==> src/rtl/imem_loader.sv <==
// Serial instruction-memory loader: parses a count/words/checksum byte stream,
// writes each 32-bit word to instruction memory and releases the CPU on success.
module imem_loader #(
  parameter logic [31:0] ADDR_BASE = 32'h0000_0000,
  parameter int          MAX_WORDS = 256
) (
  input  logic        clk,
  input  logic        reset,
  input  logic        rx_valid,
  input  logic [7:0]  rx_data,
  output logic        rx_ready,
  output logic        mem_we,
  output logic [31:0] mem_addr,
  output logic [31:0] mem_wdata,
  output logic        cpu_reset,
  output logic        done,
  output logic        err
);

  localparam logic [2:0] CNT_HI = 3'd0;
  localparam logic [2:0] CNT_LO = 3'd1;
  localparam logic [2:0] DATA   = 3'd2;
  localparam logic [2:0] WRITE  = 3'd3;
  localparam logic [2:0] CSUM   = 3'd4;
  localparam logic [2:0] DONE   = 3'd5;
  localparam logic [2:0] ERR    = 3'd6;

  localparam logic [16:0] MAX_COUNT = 17'(MAX_WORDS);

  logic [2:0]  stateReg;
  logic [15:0] countReg;
  logic [15:0] idxReg;
  logic [1:0]  byteIdxReg;
  logic [31:0] wordReg;
  logic [7:0]  csumReg;

  logic        accept;
  logic [15:0] countFull;
  logic [16:0] idxNext;
  logic        countOk;

  assign accept    = rx_valid && rx_ready;
  // The high count byte is parked in countReg[7:0] until the low byte arrives.
  assign countFull = {countReg[7:0], rx_data};
  assign idxNext   = {1'b0, idxReg} + 17'd1;
  assign countOk   = (countFull != 16'd0) && ({1'b0, countFull} <= MAX_COUNT);

  always_ff @(posedge clk) begin
    if (reset) begin
      stateReg   <= CNT_HI;
      countReg   <= 16'd0;
      idxReg     <= 16'd0;
      byteIdxReg <= 2'd0;
      wordReg    <= 32'd0;
      csumReg    <= 8'd0;
    end else begin
      case (stateReg)
        CNT_HI: begin
          if (accept) begin
            countReg <= {8'h00, rx_data};
            csumReg  <= csumReg ^ rx_data;
            stateReg <= CNT_LO;
          end
        end
        CNT_LO: begin
          if (accept) begin
            countReg <= countFull;
            csumReg  <= csumReg ^ rx_data;
            stateReg <= countOk ? DATA : ERR;
          end
        end
        DATA: begin
          if (accept) begin
            wordReg    <= {wordReg[23:0], rx_data};
            csumReg    <= csumReg ^ rx_data;
            byteIdxReg <= byteIdxReg + 2'd1;
            if (byteIdxReg == 2'd3) begin
              stateReg <= WRITE;
            end
          end
        end
        WRITE: begin
          idxReg   <= idxNext[15:0];
          stateReg <= (idxNext < {1'b0, countReg}) ? DATA : CSUM;
        end
        CSUM: begin
          if (accept) begin
            stateReg <= (rx_data == csumReg) ? DONE : ERR;
          end
        end
        DONE:    stateReg <= DONE;
        ERR:     stateReg <= ERR;
        default: stateReg <= ERR;
      endcase
    end
  end

  always_comb begin
    rx_ready  = (stateReg == CNT_HI) || (stateReg == CNT_LO) ||
                (stateReg == DATA)   || (stateReg == CSUM);
    mem_we    = (stateReg == WRITE);
    mem_addr  = ADDR_BASE + {14'd0, idxReg, 2'b00};
    mem_wdata = wordReg;
    cpu_reset = (stateReg != DONE);
    done      = (stateReg == DONE);
    err       = (stateReg == ERR);
  end

endmodule

==> config.mk <==
export PLATFORM = sky130hd
export DESIGN_NAME = imem_loader
export DESIGN_NICKNAME = d
export VERILOG_FILES = /design/src/rtl/imem_loader.sv
export SDC_FILE = /design/constraint.sdc
export NUM_CORES = 1
export LEC_CHECK = 0
export ABC_AREA = 1
export CAP_MARGIN = 40
export CELL_PAD_IN_SITES_DETAIL_PLACEMENT = 1
export CELL_PAD_IN_SITES_GLOBAL_PLACEMENT = 1
export CORE_UTILIZATION = 40
export CTS_CLUSTER_DIAMETER = 30
export DETAILED_ROUTE_END_ITERATION = 10
export HOLD_SLACK_MARGIN = 0.06
export PLACE_DENSITY_LB_ADDON = 0.2
export REMOVE_ABC_BUFFERS = 1
export SKIP_LAST_GASP = 1
export SLEW_MARGIN = 40
export SYNTH_ARGS = -nofsm -noshare
export SYNTH_HDL_FRONTEND = slang
export SYNTH_SLANG_ARGS = --single-unit
==> constraint.sdc <==
create_clock -name clk -period 5.15 [get_ports clk]
set_input_delay 0.515 -clock clk [delete_from_list [all_inputs] [get_ports clk]]
set_output_delay 0.515 -clock clk [all_outputs]
set_load 0.01 [all_outputs]
* Yosys cells after proc, flatten, opt, wreduce, memory -nomap -nowiden
Index checks and enable logic that the tools add are counted.
Storage, ports and cells: input bits 11, output and inout port bits 69, register bits after elaboration 77, word-level logic and storage cells 50
Cells by class: add/sub/neg operators 2, eq/ne operators 14, bitwise operators 1, multiplexer cells 12, reductions and logical operators 13, order comparisons 2
Operators by type and width (count):
- $mux W16 | 2
- $pmux W16 S2 | 1
- $mux W3 | 7
- $pmux W3 S6 | 1
- $add A16 B1 Y17 const B | 1
- $lt A17 B16 Y1 | 1
- $le A16 B9 Y1 const B | 1
- $reduce_bool A16 Y1 | 1
- $ne A2 B2 Y1 const B | 5
- $eq A3 B3 Y1 const B | 3
- $eq A8 B8 Y1 | 1
- $xor A8 B8 Y8 | 1
- $eq A3 B2 Y1 const B | 2
- $reduce_and A5 Y1 | 1
- $reduce_and A2 Y1 | 2
- $eq A3 B1 Y1 const B | 1
- $logic_not A3 Y1 | 1
- $logic_or A1 B1 Y1 | 3
- $ne A3 B3 Y1 const B | 1
- $reduce_and A3 Y1 | 1
- $reduce_or A3 Y1 | 1
- $add A2 B1 Y2 const B | 1
- $eq A2 B2 Y1 const B | 1
- $logic_and A1 B1 Y1 | 2
- 2 further kinds | 2

* Logic depth before layout (Yosys ltp)
depth in word-level cells 7, gate-level depth with buffers 17, mapped depth without buffers 17

* Least setup slack after synthesis
OpenSTA, ideal clock, no wires.
kind register to register, from register idxReg[0], to register stateReg[1], data required time 5086 ps, library setup time 64 ps, cell stages (with the launch flop) 18, setup slack 2858 ps, arrival time 2227 ps, clock period less this slack 2292 ps, path buffers 0, cell sequence dfxtp_1 -> ha_1 -> nand2_1 -> nor2_4 -> nand3_1 -> nor2_1 -> xor2_1 -> inv_1 -> ha_1 -> nand2_1 -> nand2_1 -> a21oi_1 -> o21ai_1 -> nor2_1 -> nand2_1 -> nor2_1 -> nor2_1 -> nor2_1
On the way: cells in the longest elaborated chain, start to end 4
RTL lines:
- start, declared | RTL line 32 | logic [15:0] idxReg;
- start signal, assigned | RTL line 83 | idxReg <= idxNext[15:0];
- $add A16 B1 Y17 | RTL line 45 | assign idxNext = {1'b0, idxReg} + 17'd1;
- net idxNext[14] | RTL line 39 | logic [16:0] idxNext;
- $lt A17 B16 Y1 | RTL line 84 | stateReg <= (idxNext < {1'b0, countReg}) ? DATA : CSUM;
- $mux W3 | RTL line 84
- $pmux W3 S6 | RTL line 57 | case (stateReg)
- end signal, assigned | RTL line 69 | stateReg <= countOk ? DATA : ERR;
- end signal, assigned | RTL line 84
- end signal, assigned | RTL line 88 | stateReg <= (rx_data == csumReg) ? DONE : ERR;
- end, declared | RTL line 30 | logic [2:0] stateReg;
The timed path passes the listed nets, and every way through them passes these cells. A chain may end at the register's enable or synchronous reset.

* Worst setup path after layout
from register stateReg[0], to output port mem_we
On the way: cells in the longest elaborated chain, start to end 1
RTL lines:
- $eq A3 B2 Y1 | RTL line 101 | mem_we = (stateReg == WRITE);
- end, declared | RTL line 12 | output logic mem_we,
No other way between the ends.

==> metrics <==
sequential share of the synthesized area 38.7%; Avg Synthesized Cell Area 7.13 sq um; Post-CTS Setup Bufs 0; Worst setup SP type register; Post-CTS Resized 0; cell type of the slowest stage on the worst timing path clkdlybuf4s50_1; Yosys top cell area share 38.7%; CTS Buffer Depth 2; met3 GRT Util 4.17%; most frequent cells in the layout nand2_1, a21oi_1, dfxtp_1; Clock Sinks 77; FF+latch count, synth 77; busiest layer in global routing met2; CTS tree yes; Die Height 102 microns; first-pass GRT wire length 18000 microns; Critical Path, Cell by Cell nand2_1 > nor2_4 > clkdlybuf4s50_1; Tcrit/Tclk final 53.3%; library cells used by synthesis 29; Layout Skew 0.0117 ns; internal power 1.13 mW; area leader, netlist dfxtp_1; Top FF cell, synth dfxtp_1; Net Switching 0.559 mW; ANT nets after route 0; Final setup violation count 0; Synth warnings 0; LEAKAGE 2.02 nW; Max Freq 364 MHz; core area 0.00973 sq mm; # rows 36; RSZ-0062 raised after global routing no; final setup TNS 0 ns; WP buf/inv 1; total of max-cap violations 0; ys async rst share 0%; gpl congestion 0.756; clk_lat worst skew 0.35 ns; Cells after DPL 731; power per cell area 349 mW/mm^2; placed cell area 0.00460 sq mm; Worst EP arrival 2.23 ns; crit end category output port; Req. time, crit path 4.64 ns; die area 0.0104 sq mm; minimum clock period 2.75 ns; drt pass-1 iters 4; number of hold violations in the final report 0; final net count 637; io pins 80; CP top delay family simple AND/OR/NAND/NOR gates; Final Instance Count excl. Fillers 747; clock edge transition at the registers on the reported setup and hold paths 0.09 ns; # H-tree levels 3; Max Slew Vio Count 0; fin area 0.00484 sq mm; initial antenna violation count 0; ANT cells 0; CP max stage delay 0.63 ns; Flop pwr share 41.6%; worst-margin pin slew 0.693 ns; vias in the first global route 3771; share of layout cells above drive strength 1 5.54%; CTS Buf Count 9; port bufs 63; vias per cell 4.94; clock root buffer clkbuf_8; combinational share of power 25.7%; Detailed Place HPWL 7520 microns; # DRC 0; Post-Syn Instances 559; commonest non-fill, non-tap cell in the layout nand2_1; DIE WIDTH 102 microns; largest net degree at the start of global routing 56; switching part of the total power 33.1%; iteration-0 DRC count of the detailed router 98; drt wl/cell 14.2 microns; Fill cells 1272; Post-CTS Hold Buffers 0; normalized max-slew margin 53.7%; GR Util met1 26.6%; Area Growth Syn to Fin 21.3%; synth top area cells dfxtp_1, nand2_1, a21oi_1; initial core utilization 41.0%; final wirelength 10600 microns; worst hold-check path type reg2reg; routed via count 3689; met2 Use GR 39.3%; status completed; Mapped Area 0.00399 sq mm; power share of the clock group 32.6%; Post-synth EDFFs 0; worst ir drop on vdd 0.000168 V; Max FO, Critical Path 18; WS Path Type reg2out; grt total ovfl 0; total global-route track usage 22.2%
[logic make-up after synthesis]
kind of cell	count (synthesis)	synth area share (%)
simple gates	225	25.1
compound gates	115	14.9
other cells	1	0.0941
flops	77	38.7
fa+ha+maj	17	5.34
xor+xnor	14	3.08
buf+inv	110	12.8
[tightest hold or removal path: cells and delay by family, from the launching register on]
kind / cells / cell delay [ns]
and+or+nand+nor: 1 / 0.06
DFF: 1 / 0.32
AOI/OAI and AO/OA: 1 / 0.05
[worst paths after layout]
path	from	cells past startpoint	slack (ns)	end
max	stateReg[0]	3	2.40	mem_we
min	mem_wdata[27]	2	0.47	mem_wdata[27]
max reg2reg	idxReg[0]	17	2.55	stateReg[1]
min reg2reg	mem_wdata[27]	2	0.47	mem_wdata[27]
[cell usage after synthesis (2+ instances only)]
library cell    n
nor2_2          2
nand2_1       116
a21o_1          2
nand4_1         5
nand3_1        53
o21ai_1         5
nor2_4          3
xor2_1         14
nand2_2         2
ha_1           17
a21oi_1        77
clkbuf_1       10
o21ai_0        30
dfxtp_1        77
inv_2           3
inv_1          66
buf_2           7
nand2_4         2
nor2_1         37
buf_4          22
[area by class of cell]
class                      count  area (sq um)  share of cell area (%)
tap                          133           166                    3.44
clock inverter                 6           111                    2.30
inverter                      69           259                    5.36
clock buffer                  10           128                    2.64
timing repair buffer          65           641                    13.2
sequential                    77          1540                    31.9
multi-input combinational    387          1990                    41.1
[routing by layer]
metal,up-vias,part of all wire [%]
li1,1868,-
met1,1742,45
met2,63,50
met3,16,3.3
met4,0,1.8
met5,-,0
[power groups by stage]
stage | combinational [mW] | sequential [mW] | clock [mW]
after floorplan | 0.275 | 0.711 | 0
after global placement | 0.416 | 0.713 | 0
after detailed placement | 0.435 | 0.716 | 0
after CTS | 0.440 | 0.703 | 0.567
after global routing | 0.499 | 0.712 | 0.597
final | 0.435 | 0.704 | 0.551
[sequential cells by signal, indices dropped and copies added, names as in the netlist]
name,flops
countReg,16
byteIdxReg,2
idxReg,16
stateReg,3
mem_wdata,32
csumReg,8
[per-stage QoR]
| stage | hold WS (ns) | power (mW) | setup slack (ns) | util [%] |
|---|---|---|---|---|
| floorplan | 0.439 | 0.986 | 2.86 | - |
| global placement | 0.451 | 1.13 | 2.51 | 47.2 |
| finish | 0.466 | 1.69 | 2.40 | 49.7 |
| global route | 0.493 | 1.81 | 2.20 | 49.7 |
| detailed placement | 0.456 | 1.15 | 2.38 | 47.2 |
| CTS | 0.469 | 1.71 | 2.38 | 49.7 |
Power figures use the tool's default switching activity.
